[src/rtl/arbiter_rr_4_if.sv]
// Request/grant bundle between four requesters and the round-robin arbiter.
// The master side drives requests and done; the slave side is the arbiter.
interface arbiter_rr_4_if;
  logic [3:0] req;
  logic       done;
  logic [3:0] grant;
  logic [1:0] gidx;
  logic       gvalid;
  logic       tmo;

  modport master (
    output req,
    output done,
    input  grant,
    input  gidx,
    input  gvalid,
    input  tmo
  );

  modport slave (
    input  req,
    input  done,
    output grant,
    output gidx,
    output gvalid,
    output tmo
  );
endinterface

[src/rtl/arbiter_rr_4.sv]
// Four-way round-robin arbiter with a single grant held until done, request drop
// or a hold timeout, and at least one idle cycle between consecutive grants.
module arbiter_rr_4 #(
  parameter int unsigned TIMEOUT = 15
) (
  input logic          clk,
  input logic          rst,
  arbiter_rr_4_if.slave bus
);

  typedef enum logic {
    IDLE  = 1'b0,
    GRANT = 1'b1
  } state_t;

  localparam logic [3:0] CNT_LAST = 4'(TIMEOUT - 1);

  state_t     state;
  state_t     state_next;
  logic [3:0] grant_q;
  logic [3:0] grant_next;
  logic [1:0] gidx_q;
  logic [1:0] gidx_next;
  logic       gvalid_q;
  logic       gvalid_next;
  logic       tmo_q;
  logic       tmo_next;
  logic [1:0] ptr_q;
  logic [1:0] ptr_next;
  logic [3:0] cnt_q;
  logic [3:0] cnt_next;
  logic [1:0] winner;
  logic       any_req;
  logic       owner_req;
  logic       hit_limit;
  logic       release_any;
  logic       forced_release;

  assign any_req        = |bus.req;
  assign owner_req      = bus.req[gidx_q];
  assign hit_limit      = (cnt_q == CNT_LAST);
  assign release_any    = bus.done | ~owner_req | hit_limit;
  // Timeout only counts when nothing else would have released the grant anyway.
  assign forced_release = hit_limit & ~bus.done & owner_req;

  // Walk downward so the smallest offset from ptr+1 overwrites the rest.
  always_comb begin
    winner = ptr_q + 2'd1;
    for (int i = 4; i >= 1; i--) begin
      if (bus.req[ptr_q + 2'(i)]) begin
        winner = ptr_q + 2'(i);
      end
    end
  end

  always_ff @(posedge clk) begin
    if (rst) begin
      state    <= IDLE;
      grant_q  <= '0;
      gidx_q   <= '0;
      gvalid_q <= 1'b0;
      tmo_q    <= 1'b0;
      ptr_q    <= 2'd3;
      cnt_q    <= '0;
    end else begin
      state    <= state_next;
      grant_q  <= grant_next;
      gidx_q   <= gidx_next;
      gvalid_q <= gvalid_next;
      tmo_q    <= tmo_next;
      ptr_q    <= ptr_next;
      cnt_q    <= cnt_next;
    end
  end

  always_comb begin
    state_next = state;
    unique case (state)
      IDLE:    if (any_req)     state_next = GRANT;
      GRANT:   if (release_any) state_next = IDLE;
      default: state_next = IDLE;
    endcase
  end

  // Computes the values every registered output takes at the coming edge.
  always_comb begin
    grant_next  = '0;
    gidx_next   = gidx_q;
    gvalid_next = 1'b0;
    tmo_next    = 1'b0;
    ptr_next    = ptr_q;
    cnt_next    = '0;
    unique case (state)
      IDLE: begin
        if (any_req) begin
          grant_next  = 4'b0001 << winner;
          gidx_next   = winner;
          gvalid_next = 1'b1;
          ptr_next    = winner;
        end
      end
      GRANT: begin
        if (release_any) begin
          tmo_next = forced_release;
        end else begin
          grant_next  = grant_q;
          gvalid_next = 1'b1;
          cnt_next    = cnt_q + 4'd1;
        end
      end
      default: ;
    endcase
  end

  assign bus.grant  = grant_q;
  assign bus.gidx   = gidx_q;
  assign bus.gvalid = gvalid_q;
  assign bus.tmo    = tmo_q;

endmodule
[src/flat_wrapper.sv]
// flat-port wrapper written by rule: the top's interface ports become plain ports
module arbiter_rr_4_flat 
#(
  parameter int unsigned TIMEOUT = 15
)
  (clk, rst, bus_req, bus_done, bus_grant, bus_gidx, bus_gvalid, bus_tmo);
  arbiter_rr_4_if bus_i ();
  input logic clk;
  input logic rst;
  input wire logic [$bits(bus_i.req)-1:0] bus_req;
  input wire logic [$bits(bus_i.done)-1:0] bus_done;
  output wire logic [$bits(bus_i.grant)-1:0] bus_grant;
  output wire logic [$bits(bus_i.gidx)-1:0] bus_gidx;
  output wire logic [$bits(bus_i.gvalid)-1:0] bus_gvalid;
  output wire logic [$bits(bus_i.tmo)-1:0] bus_tmo;
  assign bus_i.req = bus_req;
  assign bus_i.done = bus_done;
  assign bus_grant = bus_i.grant;
  assign bus_gidx = bus_i.gidx;
  assign bus_gvalid = bus_i.gvalid;
  assign bus_tmo = bus_i.tmo;
  arbiter_rr_4 #(.TIMEOUT(TIMEOUT)) u_core (.clk(clk), .rst(rst), .bus(bus_i));
endmodule
[config.mk]
export PLATFORM = sky130hd
export DESIGN_NAME = arbiter_rr_4_flat
export DESIGN_NICKNAME = d
export VERILOG_FILES = /design/src/rtl/arbiter_rr_4_if.sv /design/src/rtl/arbiter_rr_4.sv /design/src/flat_wrapper.sv
export SDC_FILE = /design/constraint.sdc
export NUM_CORES = 1
export LEC_CHECK = 0
export ABC_AREA = 1
export CORE_MARGIN = 1.5
export CORE_UTILIZATION = 54
export CTS_CLUSTER_DIAMETER = 40
export CTS_CLUSTER_SIZE = 10
export DETAILED_ROUTE_END_ITERATION = 8
export DONT_BUFFER_PORTS = 1
export MAX_ROUTING_LAYER = met4
export PLACE_DENSITY = 0.78
export SLEW_MARGIN = 20
export SYNTH_ARGS = -nofsm -noshare
export SYNTH_HDL_FRONTEND = slang
export SYNTH_SLANG_ARGS = --single-unit
[constraint.sdc]
create_clock -name clk -period 1.4 [get_ports clk]
set_clock_uncertainty 0.1 [all_clocks]
set_input_delay 0.21 -clock clk [delete_from_list [all_inputs] [get_ports clk]]
set_output_delay 0.21 -clock clk [all_outputs]
set_load 0.01 [all_outputs]
==> results.md, run 1 <==
Outcome:
- The run finished, with violations left.
- The final reports fail on negative setup slack.

Cells and area:
- For this run, the number of standard cells in the final layout without fillers is 150.
- The repair_antennas step left the layout with diodes totalling 0.
- The final design utilization is 0.7577.
- Registers take between 200 and 300 um2.
- The multi-input combinational cell area is a little under 600 um2.
- From synthesis to final layout, the design area changed by 32.79%.
- The final design instance area without fill is approximately 0.0011 mm2.
- In the final layout, the share of cells above drive strength 1 is 0.4179.
- The net total in the final layout is ~140.
- Fill cells in the final layout number 117.

Power and ir drop:
- Power spread over the standard cell area amounts to 2210 mW/mm2.
- The peak supply drop is 1.366 mV.
- The analysis attributes to cell leakage a power of around 0.55 nW.

Detailed routing:
- The total wire length after detailed routing is roughly 2000 um.
- Once detail routing completed, the nets flagged for antenna violations numbered 0.
- The via count is around 780.
- The residual DRC count is 0.
- The first-pass iteration count of the detailed router is 4.
- The detail-routed net length per standard cell is 13.03 um.
- The initial DRC count is 12.
- The via-per-instance ratio is between 5 and 6.

Synthesis:
- The distinct cell type count after synthesis is 24.
- The post-synthesis sequential area ratio is 0.3338.
- The cell accounting for the most synthesized area is dfxtp_1.
- The total number of yosys warnings is 0.
- Of the post-synthesis cell area, the dominant cell type holds 0.3338.
- The synthesized design contains 0 enable-type register cells.
- The mean area per synthesized cell is 7.055 um2.
- Ranked by total cell area, the synthesized netlist is headed by dfxtp_1 (33%), nand2_1 (14%), inv_1 (7.2%).
- The synthesized flop and latch total is 14.
- The main flop type after synthesis is dfxtp_1.
- In the synthesized netlist, the number of instances is 119.
- The synthesized cell area is approximately 840 um2.
- Synthesis produced a netlist with a net count of around 130.
- The proportion of synthesized flip-flops having asynchronous set or reset is 0.

Global route:
- The via count of the first global-routing pass is approximately 730.
- The number of antenna violations at the first check in global routing is 0.
- The global route total overflow is 0.
- The overall track demand over capacity in global routing is 0.2232.
- Entering global routing, the biggest net connects 9 pins.
- The wire length of the first global-routing pass is roughly 3000 um.

Clocking:
- The cell sitting at the root of the clock tree is a clkbuf_4.
- TritonCTS created 3 clock buffers.
- The CTS sink count is 14.
- In this run the number of H-tree levels came out at 1.
- The clock input transition at the sequential cells of the worst setup and hold paths is around 90 ps.
- For the worst-skew pair, the clock arrives at the later sink with an insertion delay of roughly 280 ps.
- The CTS tree is yes.
- The clock passes through at most 2 buffers.

Setup path:
- The data required time of the worst path is approximately 1500 ps.
- The worst register-to-register path has a setup slack of -70 ps.
- The critical path in this run is classified as reg -> reg.
- In this run the worst path has a maximum fanout of 4.
- The endpoint identified for the worst register-to-register timing path is u_core.bus.gidx[0]$_SDFFE_PP0P_.
- The length in cells of the worst reg-to-reg path is 11.
- For the worst setup path, the data arrival time is between 1500 and 2000 ps.
- The worst setup path is launched from a flop.
- The kind of end point of the critical path is a flop.
- The startpoint identified for the worst register-to-register timing path is u_core.ptr_q[0]$_SDFFE_PP1P_.

Place:
- The worst setup timing slack at the placement stage is -59.28 ps.
- Summing all placed instances gives a cell area of ~910 um2.
- The routability congestion estimate from global placement is 0.8716.
- Buffers placed on the I/O ports in this run total 0.
- The estimated wirelength of the detail-placed design is ~1300 um.
- In this run, placement finished with an instance count of around 140.

Floorplan:
- The standard-cell row count is 14.
- The die covers around 0.0018 mm2.
- The floorplan step defined a core boundary enclosing roughly 0.0015 mm2.
- The total I/O pin count is 15.
- The starting density of the core is 0.5706.
- The chip width is about 42 um.
- The die is about 42 um tall.

STA:
- Setup violations remaining at the end of the flow were counted as 8.
- The worst pin sits at a relative slew slack of 0.7929.
- The maximum clock frequency is approximately 0.68 GHz.
- The shortest clock period the worst path allows after layout is 1469 ps.
- The final cycle utilization of the critical path is 1.049.
- At the pin with the least slew margin, the transition time is between 300 and 400 ps.
- The number of max-slew violations in the final report is 0.
- The count of endpoints failing hold in the final timing report is 0.
- Setup repair after global routing could not meet its margin everywhere.
- Once routing completed, OpenROAD measured the worst setup slack at -69.17 ps.

Job:
- The tool flagged a number of max-cap violations equal to 0.

Worst hold path:
- The beginning of the worst hold path is bus_done.
- The endpoint with the worst hold slack is u_core.bus.tmo$_SDFF_PP0_.
- The cell count of the worst hold path is 3.
- The path class of the lowest-slack min-delay path is in -> reg.
## worst max-delay path by stage
stage	start	endpoint	slack (ps)	depth (start not counted)
detailed placement	u_core.ptr_q[0]$_SDFFE_PP1P_	u_core.bus.grant[1]$_SDFFE_PP0P_	-60	11
CTS	u_core.ptr_q[0]$_SDFFE_PP1P_	u_core.bus.grant[1]$_SDFFE_PP0P_	-40	10
finish	u_core.ptr_q[0]$_SDFFE_PP1P_	u_core.bus.gidx[0]$_SDFFE_PP0P_	-70	11
global placement	u_core.ptr_q[0]$_SDFFE_PP1P_	u_core.bus.grant[1]$_SDFFE_PP0P_	-40	10
floorplan	u_core.ptr_q[1]$_SDFFE_PP1P_	u_core.bus.grant[1]$_SDFFE_PP0P_	50	12
global route	u_core.ptr_q[0]$_SDFFE_PP1P_	u_core.bus.gidx[0]$_SDFFE_PP0P_	-130	11
## cell usage after synthesis (2+ instances only)
cell type,instances
a21oi_1,5
nand4_1,3
o21ai_0,3
inv_1,16
o211ai_1,2
nand2_1,32
nor2_1,9
nand3_1,11
dfxtp_1,14
nand2_2,7
nand3_2,2
buf_6,2
ha_1,2
## critical path, stage by stage (launching register included)
cell and delay [ps]:
dfxtp_4 370, buf_6 140, nand2_1 80, nand2_2 70
nand2_2 80, nand3_2 100, nand2_4 90, nand2_2 70
nand2_4 80, nand3_2 80, nand2_1 70, inv_1 40
## cells in the final DEF (no fill, tap or decap)
master,instances
xor2_1,1
buf_4,9
inv_2,2
o21ai_2,1
xnor2_1,1
xnor2_4,1
buf_6,3
clkbuf_8,1
nor3_1,1
nand4_1,3
nand2_4,6
nand2_2,13
inv_1,15
nand3_2,9
nand3_1,3
clkbuf_4,3
ha_1,2
dlygate4sd3_1,2
dfxtp_2,1
nor2_1,9
a21oi_2,2
nor2_4,1
o21ai_1,1
o21ai_4,1
a21oi_1,3
o21ai_0,2
o211ai_1,2
o21bai_2,1
dfxtp_1,12
nand3_4,1
nand2_1,21
dfxtp_4,1
## sequential cells by signal, summed over array words and instances (netlist names)
signal and cells:
u_core.ptr_q 2, u_core.bus.gidx 2, u_core.bus.grant 4, u_core.cnt_q 4
u_core.state 1, u_core.bus.tmo 1
## metal layers
metal / track usage / vias up / share of wire
met2: 0.3846 / 16 / 0.53
met1: 0.2500 / 358 / 0.43
met4: 0.1250 / 0 / 0.011
li1: - / 405 / -
met5: - / - / 0
met3: 0.02155 / 4 / 0.029
## final cells by class
cell class              instances  area share
flip-flops and latches         14      0.2559
well taps                      16     0.01796
clock buffers                   4     0.03255
inverters                      17     0.05724
multi-input cells              85      0.5275
repair buffers                 14      0.1089
## power breakdown
group          switching, W  leakage, nW  internal (W)  total [W]
clock network      0.000129       0.0210      0.000158   0.000287
logic              0.000907        0.418      0.000641    0.00155
registers          0.000118        0.115      0.000510   0.000628
total               0.00115        0.554       0.00131    0.00246
## cells by family (layout without fill, tap and decap cells)
family,after synthesis,after routing,share of synthesized area
adders and majority gates,2,2,0.02980
buffers and inverters,20,35,0.1073
DFF,14,14,0.3338
xor gates and xnor gates,3,3,0.05366
AOI/OAI and AO/OA,13,13,0.09536
and+or+nand+nor,67,67,0.3800
## what timing repair did
item                                   CTS  global route
pin swaps                               13             8
resized for setup                       25            12
hold buffers                             2             0
cloned                                   0             0
buffers inserted                         0             2
setup endpoints to repair                8            13
endpoints found under the hold margin    7             0
## metrics by stage
stage	total power, W	hold WS [ps]	TNS (ps)
after floorplan	0.001507	288.9	0
after global placement	0.001740	181.1	-136.0
final	0.002463	15.69	-281.9
after global routing	0.002624	16.74	-848.0
after CTS	0.002262	4.270	-218.0
after detailed placement	0.001765	182.5	-331.3
No activity file was read; power rests on OpenSTA's default activity.
==> run 2: changes to the inputs <==
==> constraint.sdc (replaced) <==
create_clock -name clk -period 1.4 [get_ports clk]
set_clock_uncertainty 0.1 [all_clocks]
set_input_delay 0.28 -clock clk [delete_from_list [all_inputs] [get_ports clk]]
set_output_delay 0.28 -clock clk [all_outputs]
set_load 0.01 [all_outputs]
==> run 2 against run 1 <==
Effect of this change: first-iteration DRC count fell by 8.3%; register-to-register slack barely moved; global-route usage decreased by 0.18 points; sequential share of layout area is 0.50 points higher; the flow still finishes with violations (negative setup slack); critical endpoint is now u_core.bus.grant[1]$_SDFFE_PP0P_; sequential power is essentially flat; combinational power down 4%; final area shrank 1.9%.
==> results.md, run 2 (synthesis results as in run 1) <==
Global route:
- The via count of the first global-routing pass is 741 (+1.4%).
- The maximum number of pins on one net before global-route repair was 9 (unchanged).
- The global routing usage on met3 is 0.02155 (unchanged).
- The global route total overflow is 0 (unchanged).
- The met1 track demand over resource is 0.2527 (+0.002660).
- The number of antenna violations at the first check in global routing is 0 (unchanged).
- The met2 capacity usage during global routing is 0.3754 (-0.009231).
- The wire length of the first global-routing pass is 2973 um (unchanged).
- The overall track demand over capacity in global routing came to 0.2214 (-0.001830).
- The busiest layer in global routing is met2.

Setup path:
- The largest fanout on the critical path came to 4 (unchanged).
- The kind of end point of the critical path is a flop.
- The critical path is of the reg -> reg type.
- The data arrival time of the critical path is 1580 ps (+30 ps).
- The data required time of the worst path came to 1530 ps (+50 ps).
- STA classifies the critical path startpoint as a flop.

Clocking:
- CTS placed an instance of clkbuf_4 at the clock tree root.
- The CTS sink count was 14 (unchanged).
- The H-tree depth reported by CTS is 1 (unchanged).
- The deepest clock path buffer count is 2 (unchanged).
- TritonCTS built the clock tree.
- The clock input transition at the sequential cells of the worst setup and hold paths is 80 ps (about the same).
- The later-pin clock latency in the skew report is 280 ps (about the same).
- The clock buffer count from CTS is 3 (unchanged).

Floorplan:
- The area of the die was 0.001800 mm2 (unchanged).
- The chip width came to 42.43 um (unchanged).
- The standard-cell row count is 14 (unchanged).
- The starting density of the core was 0.5706 (unchanged).
- The vertical die dimension is 42.43 um (unchanged).
- The placeable core region is 0.001471 mm2 (unchanged).
- The total I/O pin count came to 15 (unchanged).

Place:
- The routability congestion estimate from global placement is 0.8716 (unchanged).
- The post-place instance area is 908.4 um2 (unchanged).
- The number of port buffers is 0 (unchanged).
- The estimated wirelength of the detail-placed design is 1331 um (unchanged).
- The placed instance count is 142 (unchanged).

Detailed routing:
- The residual antenna-violating net count after detailed routing is 0 (unchanged).
- The first-pass iteration count of the detailed router came to 4 (unchanged).
- The via count was 773 (-1.3%).
- The residual DRC count is 0 (unchanged).
- The total wire length after detailed routing is 1865 um (-4.6%).
- The via-per-instance ratio is 5.188 (-0.61%).
- The initial DRC count came to 11 (-1).
- The detail-routed net length per standard cell is 12.52 um (-4.0%).

Cells and area:
- The total inserted antenna cells came to 0 (unchanged).
- The share of final-layout standard cells stronger than drive strength 1 is 0.4286 (+0.01066).
- Leaving out fill and tap cells, the most frequent cell in the layout is nand2_1.
- The post-layout instance count excluding filler cells was 149 (-0.67%).
- Leaving out fill and tap cells, the most frequent cells in the layout are nand2_1 (20), inv_1 (15), nand2_2 (15).
- The net total in the final layout is 143 (-0.69%).
- The final design instance area without fill was 0.001094 mm2 (-1.9%).
- The synthesis-to-layout area growth is 30.25%.

Job:
- The max capacitance violation total is 0 (unchanged).

STA:
- The worst slew margin relative to its limit was 0.8069 (+0.01404).
- The final cycle utilization of the critical path was 1.039 (-0.01039).
- The maximum clock frequency came to 0.6875 GHz (+1.0%).
- The sum of negative setup slack came to -208.3 ps (+73.62 ps).
- The final number of setup-violating endpoints came to 6 (-2).
- The number of max-slew violations in the final report is 0 (unchanged).
- The shortest clock period the worst path allows after layout is 1455 ps (-14.54 ps).
- The count of endpoints failing hold in the final timing report is 0 (unchanged).
- Setup repair after global routing could not meet its margin everywhere.
- The worst-case setup margin in the final layout was -54.63 ps (+14.54 ps).
- The actual slew at the worst max-slew pin is 289.3 ps (-21.03 ps).

Power and ir drop:
- The switching power total was 0.001113 W (-3.6%).
- The clock group share of total power is 0.119 (+0.002).
- The total power per unit cell area is 2201 mW/mm2 (-0.38%).
- The peak supply drop is 1.360 mV (-0.45%).
- The relative contribution of combinational cells to total power came to 0.620 (-0.008).
- The static power due to leakage is 0.5438 nW (-1.8%).
- The part of the total power dissipated in sequential elements is 0.261 (+0.006).
- The internal power component is 0.001294 W (-1.1%).
- The switching part of the total power came to 0.4625 (-0.006284).

Outcome:
- The final reports fail on negative setup slack.
- The flow ran to the end, but the final reports show violations.

Worst hold path:
- The worst hold path belongs to the class in -> reg.
-- run 2: changes by cell type in the layout (fill, tap and decap cells not counted) --
cell	before	now
nand3_1	3	4
a21oi_2	2	3
nand3_4	1	0
nand2_2	13	15
nand2_4	6	5
dlygate4sd3_1	2	1
nand2_1	21	20
a21oi_1	3	2
-- run 2: metal layers --
metal  vias to the layer above  wire length (um)
li1                        405                 -
met4                         0                80
met2                        18               885
met3                         9                63
met5                         -                 0
met1                       341               837
-- run 2: power by group through the flow --
stage               logic [W]  clock network, W  registers, W
finish                0.00149          0.000286      0.000628
global route          0.00162          0.000313      0.000642
CTS                   0.00134          0.000297      0.000624
detailed placement    0.00115                 0      0.000618
global placement      0.00112                 0      0.000616
floorplan            0.000901                 0      0.000606
-- run 2: final timing paths --
check	end	slack, ps	startpoint	depth (start not counted)
max	u_core.bus.grant[1]$_SDFFE_PP0P_	-50	u_core.ptr_q[0]$_SDFFE_PP1P_	10
min reg2reg	u_core.bus.grant[1]$_SDFFE_PP0P_	400	u_core.bus.grant[1]$_SDFFE_PP0P_	2
min	u_core.state$_SDFF_PP0_	8	rst	1
max reg2reg	u_core.bus.grant[1]$_SDFFE_PP0P_	-50	u_core.ptr_q[0]$_SDFFE_PP1P_	10
-- run 2: layout make-up --
class / count / area [um2]
sequential: 14 / 285.3
tap: 16 / 20.02
clock buffer: 4 / 36.28
inverter: 17 / 63.81
multi-input combinational: 85 / 576.8
fill: 119 / 377.9
timing repair buffer: 13 / 111.4
-- run 2: through the flow --
stage | setup slack, ps | util | hold slack (ps) | total power, W
final | -54.63 | 0.7432 | 7.939 | 0.002407
after floorplan | 49.76 | - | 329.7 | 0.001507
after global routing | -126.3 | 0.7432 | 15.24 | 0.002574
after CTS | -41.43 | 0.7083 | 1.582 | 0.002259
after global placement | -39.16 | 0.6173 | 251.1 | 0.001740
after detailed placement | -59.28 | 0.6173 | 252.5 | 0.001765
-- run 2: what timing repair did --
item                                   in CTS  in global routing
hold buffers                                1                  0
setup buffers                               0                  2
endpoints found under the hold margin       3                  0
setup endpoints to repair                   8                 13
resized for setup                          25                 11
pin swaps                                  13                 15
-- run 2: critical path, cell delays in order, from the launching register on --
cell and delay [ps]:
dfxtp_4 370, buf_6 140, nand2_1 80, nand2_2 80, nand2_2 80, nand2_4 60, nor2_4 140, nand2_4 70
a21oi_2 150, nand3_2 80, nand2_1 60
==> run 3: changes to the inputs <==
--- a/config.mk
+++ b/config.mk
@@ -14,6 +14,7 @@
 export DONT_BUFFER_PORTS = 1
 export MAX_ROUTING_LAYER = met4
 export PLACE_DENSITY = 0.78
+export SETUP_SLACK_MARGIN = 0.1
 export SLEW_MARGIN = 20
 export SYNTH_ARGS = -nofsm -noshare
 export SYNTH_HDL_FRONTEND = slang
==> run 3 against run 2 <==
Effect of this change: the run still ends with negative setup slack left; clock-buffer cell count shrank 1; total power fell by 3.2%; sequential power rose by 7.0%; die area unchanged; final cell count fell by 2.7%; combinational power down 3%; worst setup slack worse by 20 ps; final area is 3.1% lower; global-route usage increased by 1.9 points; via count fell by 1.0%; largest power group unchanged.
==> results.md, run 3 (synthesis results as in run 1) <==
Outcome:
- The run finished, with violations left.
- The checks that failed: negative setup slack.

Power and ir drop:
- The clock group share of total power was 0.091 (-0.028).
- The relative contribution of combinational cells to total power is 0.621 (about the same).
- The switching part of the total power is 0.4856 (+0.02311).
- The switching power total was 0.001131 W (+1.6%).
- The peak supply drop is 1.065 mV (-22%).
- The static power due to leakage is 0.5257 nW (-3.3%).
- The internal power component is 0.001198 W (-7.4%).
- The part of the total power dissipated in sequential elements is 0.288 (+0.027).
- The total power per unit cell area came to 2198 mW/mm2 (-0.15%).

Floorplan:
- The total I/O pin count came to 15 (unchanged).
- The vertical die dimension is 42.43 um (unchanged).
- The area of the die is 0.001800 mm2 (unchanged).
- The placeable core region was 0.001471 mm2 (unchanged).
- The chip width is 42.43 um (unchanged).
- The standard-cell row count was 14 (unchanged).
- The starting density of the core came to 0.5706 (unchanged).

STA:
- The worst-case setup margin in the final layout was -74.61 ps (-19.98 ps).
- The shortest clock period the worst path allows after layout is 1475 ps (+19.98 ps).
- The hold slack is 23.27 ps (+15.33 ps).
- The count of endpoints failing hold in the final timing report is 0 (unchanged).
- The actual slew at the worst max-slew pin was 284.1 ps (-5.139 ps).
- The worst slew margin relative to its limit is 0.8104 (+0.003430).
- The final number of setup-violating endpoints is 7 (+1).
- The number of max-slew violations in the final report is 0 (unchanged).
- Setup repair after global routing could not meet its margin everywhere.
- The final cycle utilization of the critical path is 1.053 (+0.01427).
- The sum of negative setup slack came to -372.8 ps (-164.5 ps).
- The maximum clock frequency is 0.6781 GHz (-1.4%).

Clocking:
- The clock root buffer is clkbuf_4.
- The clock input transition at the sequential cells of the worst setup and hold paths was 70 ps (about the same).
- The later-pin clock latency in the skew report is 270 ps (about the same).
- TritonCTS built the clock tree.
- The H-tree depth reported by CTS is 1 (unchanged).
- The clock buffer count from CTS is 3 (unchanged).
- The deepest clock path buffer count is 2 (unchanged).
- The CTS sink count was 14 (unchanged).

Setup path:
- The delay of the slowest cell on the worst path is 360 ps (about the same).
- Walking the worst path, the cells encountered are buf_6 > nand2_2 > nand3_2 > o21ai_1 > inv_1 > nand2_2 > nand2_2 > nand2_4 > nand3_2 > nand2_1 > inv_1.
- The kind of critical path is reg -> reg.
- The largest fanout on the critical path was 4 (unchanged).
- In this design, the critical path's most frequently occurring cell is nand2_2.
- The number of buffer and inverter instances along the worst setup path came to 3 (+2).
- The top cell family by delay on the critical path is simple AND/OR/NAND/NOR gates.
- The element type at the critical path start is a flop.
- The data required time of the worst path was 1470 ps (-60 ps).
- The data arrival time of the critical path came to 1540 ps (-40 ps).
- The slowest cell on the critical path is dfxtp_4.
- The kind of end point of the critical path is a flop.

Place:
- The number of port buffers is 0 (unchanged).
- The routability congestion estimate from global placement is 0.8860 (+1.7%).
- The post-place instance area came to 935.9 um2 (+3.0%).
- The estimated wirelength of the detail-placed design is 1412 um (+6.1%).

Global route:
- The overall track demand over capacity in global routing is 0.2408 (+0.01943).
- The maximum number of pins on one net before global-route repair is 9 (unchanged).
- The global route total overflow came to 0 (unchanged).
- The wire length of the first global-routing pass is 3215 um (+8.1%).
- The via count of the first global-routing pass is 777 (+4.9%).
- The number of antenna violations at the first check in global routing was 0 (unchanged).

Detailed routing:
- The initial DRC count came to 11 (unchanged).
- The total wire length after detailed routing is 1966 um (+5.4%).
- The first-pass iteration count of the detailed router was 4 (unchanged).
- The via count came to 765 (-1.0%).
- The detail-routed net length per standard cell is 13.56 um (+8.3%).
- The via-per-instance ratio came to 5.276 (+1.7%).
- The residual antenna-violating net count after detailed routing is 0 (unchanged).
- The residual DRC count is 0 (unchanged).

Cells and area:
- The share of final-layout standard cells stronger than drive strength 1 is 0.4186 (-0.009967).
- The total inserted antenna cells came to 0 (unchanged).
- The area growth from synthesis to layout is 26.23%.
- The number of fill cells in the layout is 124 (+4.2%).
- The final design instance area without fill is 0.001060 mm2 (-3.1%).
- Leaving out fill and tap cells, the most frequent cell in the layout is nand2_1.
- In the layout the commonest cells are nand2_1 (20), inv_1 (14), nand2_2 (13).
- The net total in the final layout is 140 (-2.1%).
- The multi-input combinational cell area came to 578.1 um2 (+0.22%).
- The final design utilization is 0.7202 (-0.02296).
- The register area came to 290.3 um2 (+1.8%).

Job:
- The max capacitance violation total came to 0 (unchanged).

Worst hold path:
- The path class of the lowest-slack min-delay path is in -> reg.
run 3: cell count changes in the layout (fill, tap and decap cells not counted), sizes merged:
cell    previous run  this run
clkbuf             4         3
buf               12         9
run 3: layer usage:
layer,vias up,GRT usage,share of wire
li1,400,-,-
met1,355,0.2720,0.42
met2,8,0.4215,0.56
met3,2,0.01293,0.013
met4,0,0.1313,0.0086
met5,-,-,0
run 3: through the flow:
stage | total power, W | worst slack (ps) | std cells
after global routing | 0.002510 | -161.5 | 145
after detailed placement | 0.001839 | -45.05 | 141
after floorplan | 0.001585 | 79.00 | 119
final | 0.002330 | -74.61 | 145
after CTS | 0.002139 | -52.62 | 145
after global placement | 0.001795 | -42.73 | 141
run 3: worst paths after layout:
kind	startpoint	endpoint	slack [ps]	cells after the start
worst max-delay path	u_core.ptr_q[0]$_SDFFE_PP1P_	u_core.bus.gidx[0]$_SDFFE_PP0P_	-70	11
worst min-delay path	rst	u_core.state$_SDFF_PP0_	20	1
worst max register to register	u_core.ptr_q[0]$_SDFFE_PP1P_	u_core.bus.gidx[0]$_SDFFE_PP0P_	-70	11
worst min register to register	u_core.cnt_q[0]$_SDFF_PP0_	u_core.cnt_q[0]$_SDFF_PP0_	400	2
run 3: area by class of cell:
cell class	instances	share of cell area
Clock buffer	3	0.02125
Multi-Input combinational cell	85	0.5455
Inverter	17	0.06021
Tap cell	16	0.01889
Sequential cell	14	0.2739
Timing Repair Buffer	10	0.08028
run 3: power by group through the flow:
| stage | sequential (W) | clock, W | combinational [W] |
|---|---|---|---|
| 6_report | 0.000672 | 0.000211 | 0.00145 |
| 5_1_grt | 0.000685 | 0.000239 | 0.00159 |
| 4_1_cts | 0.000659 | 0.000221 | 0.00126 |
| 3_5_place_dp | 0.000658 | 0 | 0.00118 |
| 3_3_place_gp | 0.000654 | 0 | 0.00114 |
| 2_1_floorplan | 0.000610 | 0 | 0.000974 |
run 3: what timing repair did:
action / CTS / global route
endpoints found under the hold margin: 3 / 0
gates resized for setup: 12 / 15
cloned: 0 / 0
pin swaps: 4 / 8
setup endpoints to repair: 11 / 12
hold buffers: 1 / 0
buffers inserted: 0 / 0
